==> src/rtl/fetch_pkg.sv <==
// fetch_pkg: shared types and constants for the instruction fetch unit.
package fetch_pkg;
    localparam int PC_BITS = 64;
    localparam int INSTR_BYTES = 4;
    localparam logic [31:0] NOP = 32'h0000_0013;

    typedef enum logic {FETCH, DROP} fetch_state_t;

    typedef struct packed {
        logic [PC_BITS-1:0] pc;
        logic [31:0]        instr;
    } fetch_entry_t;
endpackage

==> src/rtl/fetch_controller_queue.sv <==
// fetch_queue: synchronous FIFO of fetched {pc, instr} entries; flush beats push.
module fetch_queue
    import fetch_pkg::*;
#(
    parameter int DEPTH = 2
) (
    input  logic                     clk,
    input  logic                     reset,
    input  logic                     push,
    input  logic                     pop,
    input  logic                     flush,
    input  fetch_entry_t             din,
    output fetch_entry_t             head,
    output logic [$clog2(DEPTH):0]   count,
    output logic                     full,
    output logic                     empty
);
    localparam int AW = $clog2(DEPTH);
    localparam int CW = AW + 1;

    fetch_entry_t   mem [DEPTH];
    logic [AW-1:0]  rd_ptr, wr_ptr;
    logic           do_push, do_pop;

    assign full    = count == CW'(DEPTH);
    assign empty   = count == '0;
    assign do_pop  = pop && !empty;
    // A pop frees the slot in the same edge, so a full queue can still accept.
    assign do_push = push && (!full || do_pop);
    assign head    = mem[rd_ptr];

    always_ff @(posedge clk) begin
        if (!reset || flush) begin
            rd_ptr <= '0;
            wr_ptr <= '0;
            count  <= '0;
        end else begin
            if (do_push) begin
                mem[wr_ptr] <= din;
                wr_ptr      <= wr_ptr + 1'b1;
            end
            if (do_pop) rd_ptr <= rd_ptr + 1'b1;
            count <= count + CW'(do_push) - CW'(do_pop);
        end
    end
endmodule

==> src/rtl/fetch_controller.sv <==
// fetch_controller: owns the fetch PC, drives the imem req/ready handshake and
// feeds IF/ID from a small queue, discarding fetches killed by EX redirects.
module fetch_controller
    import fetch_pkg::*;
#(
    parameter int              XLEN     = 64,
    parameter int              QDEPTH   = 2,
    parameter logic [XLEN-1:0] RESET_PC = '0
) (
    input  logic            clk,
    input  logic            reset,
    output logic            imem_req,
    output logic [XLEN-1:0] imem_adr,
    input  logic            imem_ready,
    input  logic [31:0]     imem_instr,
    input  logic            redirect_valid,
    input  logic [XLEN-1:0] redirect_pc,
    input  logic            stall,
    output logic            if_valid,
    output logic [31:0]     if_instr,
    output logic [XLEN-1:0] if_pc
);
    localparam int CW = $clog2(QDEPTH) + 1;

    fetch_state_t    state, state_next;
    logic [XLEN-1:0] pc, pc_next, drop_adr;
    logic [CW-1:0]   count;
    logic            full, empty, xfer, push, pop;
    fetch_entry_t    head;

    // Gating with reset drops a request the moment reset is asserted.
    assign imem_req = reset && (state == DROP || count < CW'(QDEPTH));
    assign imem_adr = state == DROP ? drop_adr : pc;
    assign xfer     = imem_req && imem_ready;
    assign push     = xfer && state == FETCH && !redirect_valid;
    assign pop      = if_valid && !stall;

    always_comb begin
        state_next = state == DROP ? (xfer ? FETCH : DROP)
                   : (redirect_valid && imem_req && !imem_ready ? DROP : FETCH);
        pc_next    = redirect_valid ? redirect_pc & ~XLEN'(INSTR_BYTES - 1)
                   : push ? pc + XLEN'(INSTR_BYTES) : pc;
    end

    always_ff @(posedge clk) begin
        if (!reset) begin
            state    <= FETCH;
            pc       <= RESET_PC;
            drop_adr <= RESET_PC;
        end else begin
            state <= state_next;
            pc    <= pc_next;
            // Tracks pc while fetching, so entering DROP freezes the killed address.
            if (state == FETCH) drop_adr <= pc;
        end
    end

    fetch_queue #(.DEPTH(QDEPTH)) u_queue (
        .clk   (clk),
        .reset (reset),
        .push  (push),
        .pop   (pop),
        .flush (redirect_valid),
        .din   ('{pc: PC_BITS'(pc), instr: imem_instr}),
        .head  (head),
        .count (count),
        .full  (full),
        .empty (empty)
    );

    assign if_valid = !empty;
    assign if_instr = if_valid ? head.instr : '0;
    assign if_pc    = if_valid ? XLEN'(head.pc) : '0;
endmodule

==> config.mk <==
export PLATFORM = sky130hd
export DESIGN_NAME = fetch_controller
export DESIGN_NICKNAME = d
export VERILOG_FILES = /design/src/rtl/fetch_pkg.sv /design/src/rtl/fetch_controller_queue.sv /design/src/rtl/fetch_controller.sv
export SDC_FILE = /design/constraint.sdc
export NUM_CORES = 1
export LEC_CHECK = 0
export BUFFER_PORTS_ARGS = -buffer_cell sky130_fd_sc_hd__clkbuf_2
export CORE_UTILIZATION = 50
export CTS_CLUSTER_DIAMETER = 120
export DETAILED_ROUTE_END_ITERATION = 12
export GPL_ROUTABILITY_DRIVEN = 0
export PLACE_DENSITY = 0.85
export SETUP_SLACK_MARGIN = 0.05
export SLEW_MARGIN = 25
export SYNTH_ARGS = -nofsm -noshare
export SYNTH_HDL_FRONTEND = slang
export SYNTH_SLANG_ARGS = --single-unit
==> constraint.sdc <==
create_clock -name clk -period 5.8 [get_ports clk]
set_clock_uncertainty 0.05 [all_clocks]
set_input_delay 0.29 -clock clk [delete_from_list [all_inputs] [get_ports clk]]
set_output_delay 0.29 -clock clk [all_outputs]
set_load 0.03 [all_outputs]
==> impl_metrics.csv <==
group,metric,value,unit
final_layout,drive_gt1_share,28.10,%
logic_synthesis,synth_area_per_cell,11.94,sq um
grt,antenna_found_initial,2,
logic_synthesis,syn_area,0.01360,sq mm
routing,wl_per_cell,19.18,um
die,die_area,0.02787,sq mm
logic_synthesis,ys.flop_type,"edfxtp_1",
clocking,path_clk_slew,0.06,ns
final_layout,multi_input_area,0.005035,sq mm
routing,dr_total_vias,10110,
final_layout,fin_nets,1522,
sta,hold_viol,0,
die,die_w,166.9,um
routing,finalWirelength,34.27,mm
logic_synthesis,synth_top_cells_by_area,"edfxtp_1 42%, dfxtp_1 19%, mux2i_1 6.9%",
sta,fin_crit_sh,52.84,%
place,hpwl,22.00,mm
sta,maxSlewHeadroom,38.98,%
logic_synthesis,synth_top_cell_area_share,41.50,%
clocking,cts.root.buffer_cell,"clkbuf_16",
worst_setup_path,critPathArrivalTime,2.72,ns
min_path,hold_class,"primary input to flip-flop",
logic_synthesis,ys_seq_elements,320,
power,vdd.ir_drop.worst,234.9,uV
logic_synthesis,yosys.area.top_type,"edfxtp_1",
logic_synthesis,ys_seq_area_share,60.93,%
logic_synthesis,ys_warn_count,0,
place,numPortBuffers,258,
routing,vias_per_cell,5.659,
final_layout,area_delta_synth_final,23.89,%
power,swShare,24.66,%
logic_synthesis,synth_cells,1139,
worst_setup_path,end_kind,"primary output",
grt,overflow,0,
sta,max_slew.worst_pin.slew,0.9132,ns
logic_synthesis,yosysUniqueCellTypes,57,
routing,drtAntennaViolNets,0,
worst_setup_path,reg2reg_to,"pc[49]",
sta,clock.fmax,326.3,MHz
die,die_h,166.9,um
flow_run,max-cap-violations,0,
die,start_util,50.76,%
power,combPwrFrac,10.7,%
routing,drtIter0Drc,771,
final_layout,n_fill_cell,2037,
place,placed_cells,1682,
logic_synthesis,async_flop_share,0,%
routing,drc,0,
clocking,tritoncts,"done",
power,p_int,4.145,mW
sta,period_needed,3.065,ns
routing,firstDrtPassIters,5,
worst_setup_path,start_kind,"flip-flop",
worst_setup_path,critical_path_required,5.46,ns
sta,timing.hold.ws,0.01243,ns
grt,grt_pass1_wl,52.62,mm
worst_setup_path,path_max_fanout,65,
clocking,clock-sinks,320,
clocking,numCtsBuffers,35,
final_layout,final_common_cell,"clkbuf_2",
outcome,status,"completed",
logic_synthesis,synth_edf_count,188,
sta,drv_slew,0,
sta,finalSetupViolCount,0,
clocking,cts_buffer_depth,3,
power,p_switching,1.357,mW
power,p_clk_share,42.3,%
final_layout,regArea,0.008295,sq mm
sta,rsz0062_at_grt,"no",
clocking,h-tree-depth,2,
final_layout,finish.utilization,62.88,%
worst_setup_path,r2r-start,"pc[10]",
clocking,clk_latency,0.51,ns
grt,track_usage,24.11,%
worst_setup_path,rrSetupSlack,3.01,ns
sta,tns,0,ns
worst_setup_path,startpoint,"u_queue.count[1]",
grt,grt_max_degree,124,
die,core-area,0.02680,sq mm
worst_setup_path,r2r_cells,5,
worst_setup_path,endpoint,"if_pc[38]",
final_layout,final_cell_mix,"257 x clkbuf_2, 188 x edfxtp_1, 130 x dfxtp_1",
die,rows,60,
die,io_pins,263,
power,power_leakage,6.328,nW
power,seqPwrFrac,47.0,%
worst_setup_path,path_class,"flip-flop to primary output",
grt,grt_pass1_vias,9894,
final_layout,stdcell_count,1787,
power,p_per_area,326.4,mW/mm^2
## layout make-up
class | instances | share of cell area [%]
well taps | 341 | 2.532
inverters | 8 | 0.1782
clock inverters | 19 | 1.374
multi-input cells | 743 | 29.88
clock buffers | 44 | 5.895
flip-flops and latches | 320 | 49.22
diodes | 1 | 0.01485
repair buffers | 311 | 10.91
## power groups by stage
stage	clock, mW	sequential, mW	combinational, mW
final	2.33	2.58	0.591
after global routing	2.46	2.59	0.633
after CTS	2.36	2.59	0.578
after detailed placement	0	2.64	0.554
after global placement	0	2.63	0.545
after floorplan	0	2.59	0.404
## per-stage QoR
step	worst slack, ns	total power, mW	area, sq um
6_report	2.735	5.501	16850
5_1_grt	2.532	5.682	16850
4_1_cts	2.576	5.534	16780
3_5_place_dp	2.634	3.193	15170
3_3_place_gp	2.671	3.178	15170
2_1_floorplan	0.2437	2.996	13610
## kinds of logic after synthesis
| family | count (synthesis) | synth area share (%) |
|---|---|---|
| other | 1 | 0.02757 |
| adders and majority gates | 2 | 0.1839 |
| xor gates and xnor gates | 34 | 2.189 |
| and+or+nand+nor | 418 | 16.51 |
| buffers and inverters | 77 | 2.373 |
| AOI/OAI and AO/OA | 134 | 5.988 |
| muxes | 153 | 11.80 |
| DFF | 320 | 60.93 |
## state kept, by name, indices dropped and copies added (netlist names), named ones only
| name | cells |
|---|---|
| pc | 62 |
| u_queue.mem | 188 |
| drop_adr | 64 |
| u_queue.rd_ptr | 1 |
| u_queue.wr_ptr | 1 |
| state | 1 |
| u_queue.count | 2 |
## per-layer routing
layer	track usage (%)	wire length [um]
met1	30.38	14170
met2	40.35	16370
met3	5.038	2507
met4	9.984	1206
met5	0	13
## what timing repair did
action	in CTS	in global routing
endpoints found under the hold margin	70	1
hold buffers	38	1
gates resized for setup	0	0
buffers inserted	0	0
## worst max-delay path, stage by stage, from the launching register on
cell and delay [ns]:
dfxtp_1 0.40, nor2_4 0.67, buf_4 0.70, nor2_1 0.16, clkbuf_2 0.22
## Yosys cell counts (all sizes together), types with 2 or more instances
master / count
nand4: 29
or4: 16
nor3b: 4
o21ai: 65
nor4: 14
nor2: 124
o31ai: 9
nand3: 43
o211a: 12
nand2b: 9
nor4b: 6
nand2: 49
clkbuf: 60
buf: 7
dlygate4sd3: 2
mux2i: 94
or3: 16
and4: 3
and2: 68
xor2: 13
ha: 2
edfxtp: 188
dfxtp: 132
mux2: 59
nor3: 17
o211ai: 4
a31oi: 19
and3: 13
a21oi: 18
inv: 8
xnor2: 21
## how the worst min path moves through the flow
| stage | start | endpoint | cells after the start |
|---|---|---|---|
| after global routing | redirect_pc[30] | pc[30] | 3 |
| after global placement | drop_adr[1] | drop_adr[1] | 1 |
| final | redirect_pc[34] | pc[34] | 3 |
| after floorplan | imem_instr[0] | u_queue.mem[0][0] | 0 |
| after detailed placement | drop_adr[0] | drop_adr[0] | 1 |
| after CTS | redirect_pc[24] | pc[24] | 3 |
Power figures use the tool's default switching activity.
